<file path="src/rtl/bus_arb_pkg.sv">
// Shared types and constants for the CPU bus source arbiter (bus_src_arbiter).
// Optional feature macro used by the arbiter: BUS_ARB_RR_EN.
package bus_arb_pkg;

  typedef enum logic [1:0] {
    IDLE  = 2'd0,
    GRANT = 2'd1,
    TURN  = 2'd2
  } state_e;

  localparam int NREQ_MAX = 24;

  localparam int SRC_R0     = 0;
  localparam int SRC_R1     = 1;
  localparam int SRC_R2     = 2;
  localparam int SRC_R3     = 3;
  localparam int SRC_R4     = 4;
  localparam int SRC_R5     = 5;
  localparam int SRC_R6     = 6;
  localparam int SRC_R7     = 7;
  localparam int SRC_R8     = 8;
  localparam int SRC_R9     = 9;
  localparam int SRC_R10    = 10;
  localparam int SRC_R11    = 11;
  localparam int SRC_R12    = 12;
  localparam int SRC_R13    = 13;
  localparam int SRC_R14    = 14;
  localparam int SRC_R15    = 15;
  localparam int SRC_HI     = 16;
  localparam int SRC_LO     = 17;
  localparam int SRC_ZHI    = 18;
  localparam int SRC_ZLO    = 19;
  localparam int SRC_PC     = 20;
  localparam int SRC_MDR    = 21;
  localparam int SRC_INPORT = 22;
  localparam int SRC_C      = 23;

  localparam logic [4:0] IDX_NONE = 5'd31;

  // Next round-robin start position after a grant to idx, wrapping at n.
  function automatic logic [4:0] wrap_inc(input logic [4:0] idx, input int n);
    return ((int'(idx) + 1) >= n) ? 5'd0 : idx + 5'd1;
  endfunction

endpackage

</file>
<file path="src/rtl/bus_arb_pick.sv">
// Combinational masked priority picker: first request at or above ptr_i,
// wrapping at NREQ-1 -> 0. A ptr_i of zero gives plain lowest-index priority.
module bus_arb_pick
  import bus_arb_pkg::*;
#(
  parameter int NREQ = NREQ_MAX
) (
  input  logic [NREQ-1:0] req_i,
  input  logic [4:0]      ptr_i,
  output logic [NREQ-1:0] win_oh_o,
  output logic [4:0]      win_idx_o,
  output logic            any_o
);

  logic [5:0]      pos;
  logic [NREQ-1:0] rot;

  // Scanning from the farthest offset down lets the nearest requester overwrite.
  always_comb begin
    win_oh_o  = '0;
    win_idx_o = IDX_NONE;
    any_o     = 1'b0;
    pos       = '0;
    rot       = '0;
    for (int k = NREQ - 1; k >= 0; k--) begin
      pos = {1'b0, ptr_i} + 6'(k);
      if (pos >= 6'(NREQ)) begin
        pos = pos - 6'(NREQ);
      end
      rot = req_i >> pos;
      if (rot[0]) begin
        any_o     = 1'b1;
        win_idx_o = pos[4:0];
        win_oh_o  = NREQ'(1'b1) << pos;
      end
    end
  end

endmodule

</file>
<file path="src/rtl/bus_src_arbiter.sv">
// Bus source arbiter: registered one-hot grant with bounded tenure and a dead
// turnaround cycle. Define BUS_ARB_RR_EN for round-robin, else fixed priority.
module bus_src_arbiter
  import bus_arb_pkg::*;
#(
  parameter int NREQ     = 24,
  parameter int MAX_HOLD = 8
) (
  input  logic            clk,
  input  logic            clr,
  input  logic [NREQ-1:0] req,
  input  logic            lock,
  output logic [31:0]     grant_oh,
  output logic [4:0]      grant_idx,
  output logic            busy,
  output logic            contend
);

  localparam logic [7:0] HOLD_LIM = 8'(MAX_HOLD);

  state_e          state_q, state_d;
  logic [7:0]      cnt_q, cnt_d, cnt_inc;
  logic [31:0]     grant_oh_q, grant_oh_d;
  logic [4:0]      grant_idx_q, grant_idx_d;
  logic            busy_q, busy_d;
  logic            contend_q, contend_d;

  logic [4:0]      ptr;
  logic [NREQ-1:0] pick_oh;
  logic [4:0]      pick_idx;
  logic            pick_any;
  logic [NREQ-1:0] own_mask;
  logic            own_req;
  logic            do_pick;

  bus_arb_pick #(
    .NREQ(NREQ)
  ) u_pick (
    .req_i     (req),
    .ptr_i     (ptr),
    .win_oh_o  (pick_oh),
    .win_idx_o (pick_idx),
    .any_o     (pick_any)
  );

  assign own_mask = grant_oh_q[NREQ-1:0];
  assign own_req  = |(req & own_mask);

`ifdef BUS_ARB_RR_EN
  logic [4:0] ptr_q, ptr_d;

  always_comb begin
    ptr_d = ptr_q;
    if (do_pick && pick_any) begin
      ptr_d = wrap_inc(pick_idx, NREQ);
    end
  end

  always_ff @(posedge clk or negedge clr) begin
    if (!clr) begin
      ptr_q <= '0;
    end else begin
      ptr_q <= ptr_d;
    end
  end

  assign ptr = ptr_q;
`else
  assign ptr = '0;
`endif

  // TURN picks exactly like IDLE, so a waiting source is granted right after the gap.
  always_comb begin
    state_d     = state_q;
    cnt_d       = cnt_q;
    grant_oh_d  = grant_oh_q;
    grant_idx_d = grant_idx_q;
    busy_d      = busy_q;
    contend_d   = contend_q;
    do_pick     = 1'b0;
    cnt_inc     = (contend_q && (cnt_q != HOLD_LIM)) ? cnt_q + 8'd1 : cnt_q;

    unique case (state_q)
      GRANT: begin
        if (!own_req || (!lock && (cnt_inc == HOLD_LIM))) begin
          state_d     = TURN;
          cnt_d       = '0;
          grant_oh_d  = '0;
          grant_idx_d = IDX_NONE;
          busy_d      = 1'b0;
          contend_d   = 1'b0;
        end else begin
          cnt_d     = cnt_inc;
          contend_d = |(req & ~own_mask);
        end
      end
      default: begin
        do_pick = 1'b1;
      end
    endcase

    if (do_pick) begin
      cnt_d = '0;
      if (pick_any) begin
        state_d     = GRANT;
        grant_oh_d  = 32'(pick_oh);
        grant_idx_d = pick_idx;
        busy_d      = 1'b1;
        contend_d   = |(req & ~pick_oh);
      end else begin
        state_d     = IDLE;
        grant_oh_d  = '0;
        grant_idx_d = IDX_NONE;
        busy_d      = 1'b0;
        contend_d   = 1'b0;
      end
    end
  end

  always_ff @(posedge clk or negedge clr) begin
    if (!clr) begin
      state_q     <= IDLE;
      cnt_q       <= '0;
      grant_oh_q  <= '0;
      grant_idx_q <= IDX_NONE;
      busy_q      <= 1'b0;
      contend_q   <= 1'b0;
    end else begin
      state_q     <= state_d;
      cnt_q       <= cnt_d;
      grant_oh_q  <= grant_oh_d;
      grant_idx_q <= grant_idx_d;
      busy_q      <= busy_d;
      contend_q   <= contend_d;
    end
  end

  assign grant_oh  = grant_oh_q;
  assign grant_idx = grant_idx_q;
  assign busy      = busy_q;
  assign contend   = contend_q;

endmodule
</file>
<file path="config.mk">
export PLATFORM = sky130hd
export DESIGN_NAME = bus_src_arbiter
export DESIGN_NICKNAME = d
export VERILOG_FILES = /design/src/rtl/bus_arb_pkg.sv /design/src/rtl/bus_arb_pick.sv /design/src/rtl/bus_src_arbiter.sv
export SDC_FILE = /design/constraint.sdc
export NUM_CORES = 1
export LEC_CHECK = 0
export CAP_MARGIN = 20
export CORE_MARGIN = 8
export CORE_UTILIZATION = 30
export CTS_BUF_LIST = sky130_fd_sc_hd__clkbuf_8
export CTS_CLUSTER_DIAMETER = 60
export CTS_CLUSTER_SIZE = 12
export DETAILED_ROUTE_END_ITERATION = 10
export GPL_TIMING_DRIVEN = 0
export HOLD_SLACK_MARGIN = 0.08
export RECOVER_POWER = 25
export SLEW_MARGIN = 25
export SYNTH_ARGS = -nofsm -noshare
export SYNTH_HDL_FRONTEND = slang
export SYNTH_SLANG_ARGS = --single-unit
</file>
<file path="constraint.sdc">
create_clock -name clk -period 2.7 [get_ports clk]
set_clock_uncertainty 0.1 [all_clocks]
set_input_delay 0.54 -clock clk [delete_from_list [all_inputs] [get_ports clk]]
set_output_delay 0.54 -clock clk [all_outputs]
set_load 0.01 [all_outputs]
</file>
Word-level counts from Yosys, hierarchy flattened:

Cells that the tools add are included.

* bitwise operators: 5
* equal/unequal tests: 4
* multiplexer cells: 90
* add/sub/neg operators: 1
* reduce and logical (&&, ||, !) cells: 8

Operators with widths (count)
* $mux 24: 25
* $mux 5: 19
* $and 24x24->24: 3
* $reduce_or 24->1: 3
* $mux 32: 2
* $not 24->24: 2
* $mux 4: 8
* $mux 1: 31
* $mux 8: 3
* $add 8x1->8 const B: 1
* $eq 8x4->1 const B: 1
* $ne 8x4->1 const B: 1
* $mux 2: 2
* $eq 2x1->1 const B: 1
* $logic_and 1x1->1: 2
* $logic_not 1->1: 2
* $ne 2x2->1 const B: 1
* $logic_or 1x1->1: 1

* bits in registers: 49
* word-level logic and storage cells: 114
* output and inout bits: 39

Longest topological paths before layout:

Gate-level depths: netlist (run 1).

* depth in word-level cells: 29
* mapped depth: 10

By module:

A second synthesis (run 1) with hierarchy kept.

* cell total of the unflattened synthesis: 2387
* area, all modules: 16462.0 um^2

Modules (own cells, without submodules)
* bus_arb_pick: cells an instance 2166, area an instance 14261.2 um^2, instances 1
* bus_src_arbiter: cells an instance 221, area an instance 2200.9 um^2, instances 1

Worst setup path before layout (run 1):

OpenSTA, ideal clock, no wires.

* kind: input-to-reg
* start point: in req[1]
* end point: reg contend_q, in the netlist contend
* setup time: 142 ps
* required time: 2458 ps
* stages: 8
* arrival time: 2236 ps
* slack: 223 ps
* cells stage by stage: clkbuf_1 or4_1 buf_2 nor4_4 nand2_1 maj3_2 nor2_1 o221ai_1

* word-level cells in the longest chain between the ends: 7

Ends and longest elaborated chain
* start, declared: RTL line bus_src_arbiter.sv:11 `input logic [NREQ-1:0] req,`
* $mux 24 (2 in series): RTL line bus_arb_pick.sv:31 `if (rot[0]) begin`
* $not 24->24: RTL line bus_src_arbiter.sv:109 `contend_d = |(req & ~pick_oh);`
* $and 24x24->24: RTL line bus_src_arbiter.sv:109
* $reduce_or 24->1: RTL line bus_src_arbiter.sv:109
* $mux 1: RTL line bus_src_arbiter.sv:104 `if (pick_any) begin`
* $mux 1 *: RTL line bus_src_arbiter.sv:102 `if (do_pick) begin`
* via contend_d: RTL line bus_src_arbiter.sv:26 `logic contend_q, contend_d;`
* end signal, assigned: RTL line bus_src_arbiter.sv:134 `contend_q <= contend_d;`
* end, declared: RTL line bus_src_arbiter.sv:26

Mark *: on every way through the listed nets, which the timed path passes. The rest lies on a longest branch.
A chain may end at the register's enable or synchronous reset.

Worst setup path after layout (run 1):

* start point: in req[18]
* end point: reg grant_oh_q[8], in the netlist grant_oh[8]

* word-level cells in the longest chain between the ends: 21

Ends and longest elaborated chain
* $mux 24 / $mux 1 (equally long branches) (19 in series): RTL line bus_arb_pick.sv:31
* $mux 24: RTL line bus_src_arbiter.sv:104
* $mux 32: RTL line bus_src_arbiter.sv:102
* end signal, assigned: RTL line bus_src_arbiter.sv:131 `grant_oh_q <= grant_oh_d;`
* end, declared: RTL line bus_src_arbiter.sv:23 `logic [31:0] grant_oh_q, grant_oh_d;`

Parallel ways exist; a longest one is shown, timed or not.

==> key figures, run 1 <==
Floorplanning
  – Row Count: 35
  – Die W: 112 um
  – Die height: 112 um
  – Boundary Pins: 66
  – Die area: 0.0125 mm^2
  – Core Region: 0.00906 mm^2
  – Starting density of the core: 30.4%

Finish
  – Utilization after layout: 39.2%
  – Most frequent cells in the layout: clkdlybuf4s50_1, dfrtp_1, inv_1
  – Layout cells sized above 1: 16.6%
  – Commonest non-fill, non-tap cell in the layout: clkdlybuf4s50_1
  – Final nets: 401
  – Number of antenna repair diodes: 0
  – Final non-filler cell total: 484
  – Layout fillers: 919
  – Area Growth Syn to Fin: 29.1%

Clocking
  – CTS tree: built
  – Worst-Skew Late Latency: 300 ps
  – H-tree levels: 2
  – Num CTS Buffers: 5
  – CTS Root Cell: clkbuf_8
  – CTS sink cnt: 40
  – Clk slew on worst S/H paths: 90 ps
  – Clock buffer depth: 2

Setup path
  – Reg2Reg Setup Slack: 150 ps
  – Crit path arrival time: 2730 ps
  – Worst Setup SP: req[18]
  – Nature of the critical path endpoint: flop
  – Critical Path RT: 2790 ps
  – Worst setup SP type: input pin
  – R2R depth: 9
  – Crit Path Category: input pin to flop
  – Critical Path Sink: grant_oh[8]
  – Crit Reg-Reg Startpoint: cnt_q[0]
  – R2r endpoint: grant_oh[8]
  – CP max FO: 10

Synthesis
  – Synthesized area per cell: 8.88 um^2
  – Distinct cells, synth: 60
  – Async SR Flop Fraction: 100%
  – Mapped Area: 0.00275 mm^2
  – Seq cells post-synth: 40
  – EDFF count, synth: 0
  – Post-Synthesis Cells: 310
  – Ys Warns: 0
  – Part of the Yosys area used for sequential elements: 36.6%
  – Synth Flop Type: dfrtp_1

Flow run
  – Max_cap viols: 0

Status
  – Outcome: finished, final reports clean

Place
  – RePlAce Congestion: 0.936
  – Cell total after placement: 469
  – DPL Wire Length: 7650 um
  – Port bufs: 40
  – Pre-CTS setup slack: -1020 ps

Global routing
  – Tot GR Track Use: 16.0%
  – Pin count of the biggest net entering global routing: 27
  – Initial antenna violation count: 0
  – Vias in the first global route: 2770
  – Global-route wire length before repair: 16000 um
  – GR Overflow Total: 0

STA
  – Worst slew margin: 44.2%
  – Setup_tns: 0 ps
  – Highest Clock Rate: 0.379 GHz
  – Actual slew at the worst max-slew pin: 837 ps
  – Final max-slew violation count: 0
  – Final Hold Fails: 0
  – Minimum clock period: 2640 ps
  – Final Setup Violations: 0
  – Final worst setup slack: 60.6 ps
  – Hold_ws: 383 ps
  – Post-route clock period utilization: 97.8%

Drt
  – DR WL/cell: 20.6 um
  – Final WL: 9990 um
  – Vias: 2720
  – Starting DRT DRC Count: 255
  – Final ANT Viol Nets: 0
  – Vias per std cell: 5.62
  – DR pass1 iterations: 5
  – Drt drc: 0

Power and ir drop
  – PwrDens: 569 mW/mm^2
  – VDD IR max: 0.212 mV
  – Leakage: 1.50 nW

Min path
  – Hold Crit Class: flop to flop
==> per-layer routing <==
layer / vias up / track usage (%) / routed length [um] / part of all wire (%)
met3: 14 / 4.00 / 734 / 7.3
met1: 1317 / 20.0 / 4310 / 43
li1: 1269 / - / - / -
met2: 120 / 26.4 / 4760 / 48
met4: 0 / 4.74 / 187 / 1.9
met5: - / 0 / 0 / 0
==> worst min path at each step <==
stage,depth (start not counted),slack (ps),to,from
3_3_place_gp,2,370,grant_idx[2],grant_idx[2]
4_1_cts,2,380,grant_idx[2],grant_idx[2]
3_5_place_dp,2,370,grant_idx[0],grant_idx[0]
5_1_grt,2,400,grant_idx[0],grant_idx[0]
6_report,2,380,grant_idx[2],grant_idx[2]
2_1_floorplan,0,140,cnt_q[0],clr
==> what timing repair did <==
item	CTS	global route
resized for setup	10	9
gates cloned	0	0
pin swaps	2	1
setup buffers	4	2
hold buffers	1	0
endpoints found under the hold margin	13	0
setup endpoints to repair	24	22
==> layout make-up <==
cell class,count,area (um^2),area share [%]
well taps,111,139,3.91
multi-input cells,216,1550,43.5
clock inverters,3,38.8,1.09
flip-flops and latches,40,1010,28.4
inverters,30,113,3.17
repair buffers,48,457,12.8
clock buffers,5,68.8,1.94
plain buffers,31,183,5.14
==> cell usage after synthesis (all sizes together), types with 3 or more instances <==
cell     number  share of area (%)
a221oi        3               0.95
xnor2         5                1.6
o31ai         3               0.82
o21ai         7                1.3
or4           5                1.5
a211oi        4                1.1
buf          17                4.7
nor4         10                3.0
clkbuf       14                1.9
nand4         6                1.9
a32o         16                5.8
a21oi         6                1.1
o41ai         3               0.95
dfstp         5                4.8
a22o          8                2.5
a22oi        11                3.0
nand2b        6                1.4
o31a          4                1.3
nand3         8                1.6
nor2         29                4.0
nor2b         4               0.91
inv          30                4.1
nand2        13                1.8
o22ai        10                2.3
and3          8                1.8
o2111ai       3                1.6
nor3          9                1.8
dfrtp        35                 32
==> sequential cells by signal, indices dropped and copies added (netlist names) <==
register   flops
cnt_q          8
contend        1
grant_oh      24
state_q        2
grant_idx      5
==> where the power goes <==
part / switching [mW] / internal, mW
combinational: 0.422 / 0.322
sequential: 0.0794 / 0.706
clock: 0.222 / 0.271
==> metrics by stage <==
step	power (mW)	instance area, um^2
6_report	2.02	3560
5_1_grt	2.13	3560
4_1_cts	2.04	3520
3_5_place_dp	1.53	3330
3_3_place_gp	1.52	3320
2_1_floorplan	1.20	2780
==> cells by family after synthesis <==
kind of cell | count (synthesis) | share of synthesized area, %
other cells | 1 | 0.136
fa+ha+maj | 4 | 1.68
compound gates | 90 | 26.4
flops | 40 | 36.6
buf+inv | 61 | 10.7
simple gates | 105 | 21.5
mux | 2 | 0.772
xor+xnor | 7 | 2.23
==> critical path: stages <==
cell and delay (ps):
clkdlybuf4s50_1 640, a22oi_1 280, nand3_1 150, o31a_2 450, and2_4 170, buf_6 120, buf_6 140, a22o_1 240
(Power assumes the default switching activity.)
==> inputs of run 2 (changes only) <==
--- a/config.mk
+++ b/config.mk
@@ -7,7 +7,7 @@
 export LEC_CHECK = 0
 export CAP_MARGIN = 20
 export CORE_MARGIN = 8
-export CORE_UTILIZATION = 30
+export CORE_UTILIZATION = 29
 export CTS_BUF_LIST = sky130_fd_sc_hd__clkbuf_8
 export CTS_CLUSTER_DIAMETER = 60
 export CTS_CLUSTER_SIZE = 12
==> key figures, run 2 (synthesized netlist as in run 1, its figures left out) <==
Floorplanning
  – Row Count: 35
  – Starting density of the core: 29.8%
  – Core Region: 0.00924 mm^2
  – Die height: 113 um
  – Die W: 113 um
  – Die area: 0.0129 mm^2
  – Boundary Pins: 66

Drt
  – Vias: 2748
  – Final WL: 10100 um
  – DR WL/cell: 20.1 um
  – Final ANT Viol Nets: 0
  – DR pass1 iterations: 5
  – Drt drc: 0
  – Starting DRT DRC Count: 192
  – Vias per std cell: 5.47

STA
  – Worst slew margin: 43.4%
  – Actual slew at the worst max-slew pin: 849 ps
  – RSZ-0062 raised after global routing: false
  – Setup_tns: 0 ps
  – Final max-slew violation count: 0
  – Highest Clock Rate: 0.387 GHz
  – Minimum clock period: 2590 ps
  – Final Hold Fails: 0
  – Post-route clock period utilization: 95.7%
  – Final Setup Violations: 0

Power and ir drop
  – Gate power share: 35.9%
  – Reg power frac: 37.5%
  – Clk pwr share: 26.6%
  – Internal Power: 1.35 mW
  – Switching share of total power: 35.2%
  – Leakage: 1.52 nW
  – NetSw: 0.734 mW
  – VDD IR max: 0.196 mV
  – PwrDens: 579 mW/mm^2

Setup path
  – Worst setup SP type: input pin
  – R2R depth: 10
  – Reg2Reg Setup Slack: 140 ps
  – Crit path arrival time: 2680 ps
  – Nature of the critical path endpoint: flop
  – Crit Path Category: input pin to flop
  – Critical Path RT: 2790 ps
  – Crit Reg-Reg Startpoint: cnt_q[0]
  – R2r endpoint: grant_oh[4]
  – CP max FO: 10

Global routing
  – GR Overflow Total: 0
  – Vias in the first global route: 2764
  – Global-route wire length before repair: 15900 um
  – Initial antenna violation count: 0
  – Pin count of the biggest net entering global routing: 27
  – Tot GR Track Use: 15.7%

Place
  – Cell total after placement: 487
  – Port bufs: 40
  – RePlAce Congestion: 0.969
  – DPL Wire Length: 7760 um

Min path
  – Hold path start: grant_idx[2]
  – Worst Hold Endpoint: grant_idx[2]
  – Hold Crit Class: flop to flop
  – Hold Crit Depth: 2

Finish
  – Final nets: 401
  – Number of antenna repair diodes: 0
  – Final non-filler cell total: 502
  – Max reg flops: 24
  – Layout cells sized above 1: 17.4%
  – Area Growth Syn to Fin: 31.0%
  – Commonest non-fill, non-tap cell in the layout: clkdlybuf4s50_1
  – Most frequent cells in the layout: clkdlybuf4s50_1, dfrtp_1, inv_1

Clocking
  – Worst-Skew Late Latency: 300 ps
  – Num CTS Buffers: 5
  – H-tree levels: 2
  – CTS tree: built
  – CTS Root Cell: clkbuf_8
  – Clk slew on worst S/H paths: 90 ps
  – CTS sink cnt: 40
  – Clock buffer depth: 2

Flow run
  – Max_cap viols: 0

Status
  – Outcome: finished, final reports clean
## run 2: routing by layer
layer	up-vias	global-route usage, %	wire, um
li1	1266	-	-
met1	1360	19.8	4460
met2	108	26.2	4870
met3	14	3.65	555
met4	0	4.80	196
met5	-	0	0
## run 2: metrics by stage
stage | setup WS (ps) | utilization (%) | hold slack [ps] | total power [mW] | instance area (um^2)
after global routing | 20.2 | 39.1 | 414 | 2.20 | 3610
after global placement | -861 | 36.2 | 368 | 1.53 | 3340
final | 115 | 39.1 | 369 | 2.09 | 3610
after floorplan | 223 | - | 144 | 1.20 | 2780
after CTS | -60.2 | 38.3 | 377 | 2.10 | 3540
after detailed placement | -800 | 36.3 | 364 | 1.54 | 3360
## run 2: final cells by class
cell class | instances | area, um^2
Clock buffer | 7 | 96.3
Sequential cell | 40 | 1010
Multi-Input combinational cell | 216 | 1560
Tap cell | 129 | 161
Timing Repair Buffer | 48 | 460
Fill cell | 959 | 5630
Buffer | 31 | 183
Inverter | 30 | 113
Clock inverter | 1 | 30.0
## run 2: what timing repair did
action                                 4_1_cts  5_1_grt
endpoints found under the hold margin       13        0
gates resized for setup                      7       14
setup endpoints to repair                   22       30
hold buffers                                 1        0
setup buffers                                3        3
pin swaps                                    2        2
## run 2: worst max-delay path: stages
cell             delay [ps]
clkdlybuf4s50_1         590
a22oi_1                 240
nand3_1                 150
o31a_1                  450
and2_4                  200
buf_6                   120
buf_6                   140
a22o_1                  240
## run 2: power groups by stage
stage	registers (mW)	logic, mW	clock network (mW)
finish	0.783	0.751	0.555
floorplan	0.804	0.395	0
global route	0.793	0.823	0.586
detailed placement	0.794	0.746	0
global placement	0.791	0.737	0
CTS	0.782	0.754	0.566
## run 2: worst max path at each step
| stage | start | endpoint | slack [ps] |
|---|---|---|---|
| detailed placement | req[11] | contend | -800 |
| finish | req[18] | grant_oh[4] | 110 |
| global route | cnt_q[0] | grant_oh[8] | 20 |
| global placement | req[11] | contend | -860 |
| floorplan | req[1] | contend | 220 |
| CTS | req[15] | contend | -60 |
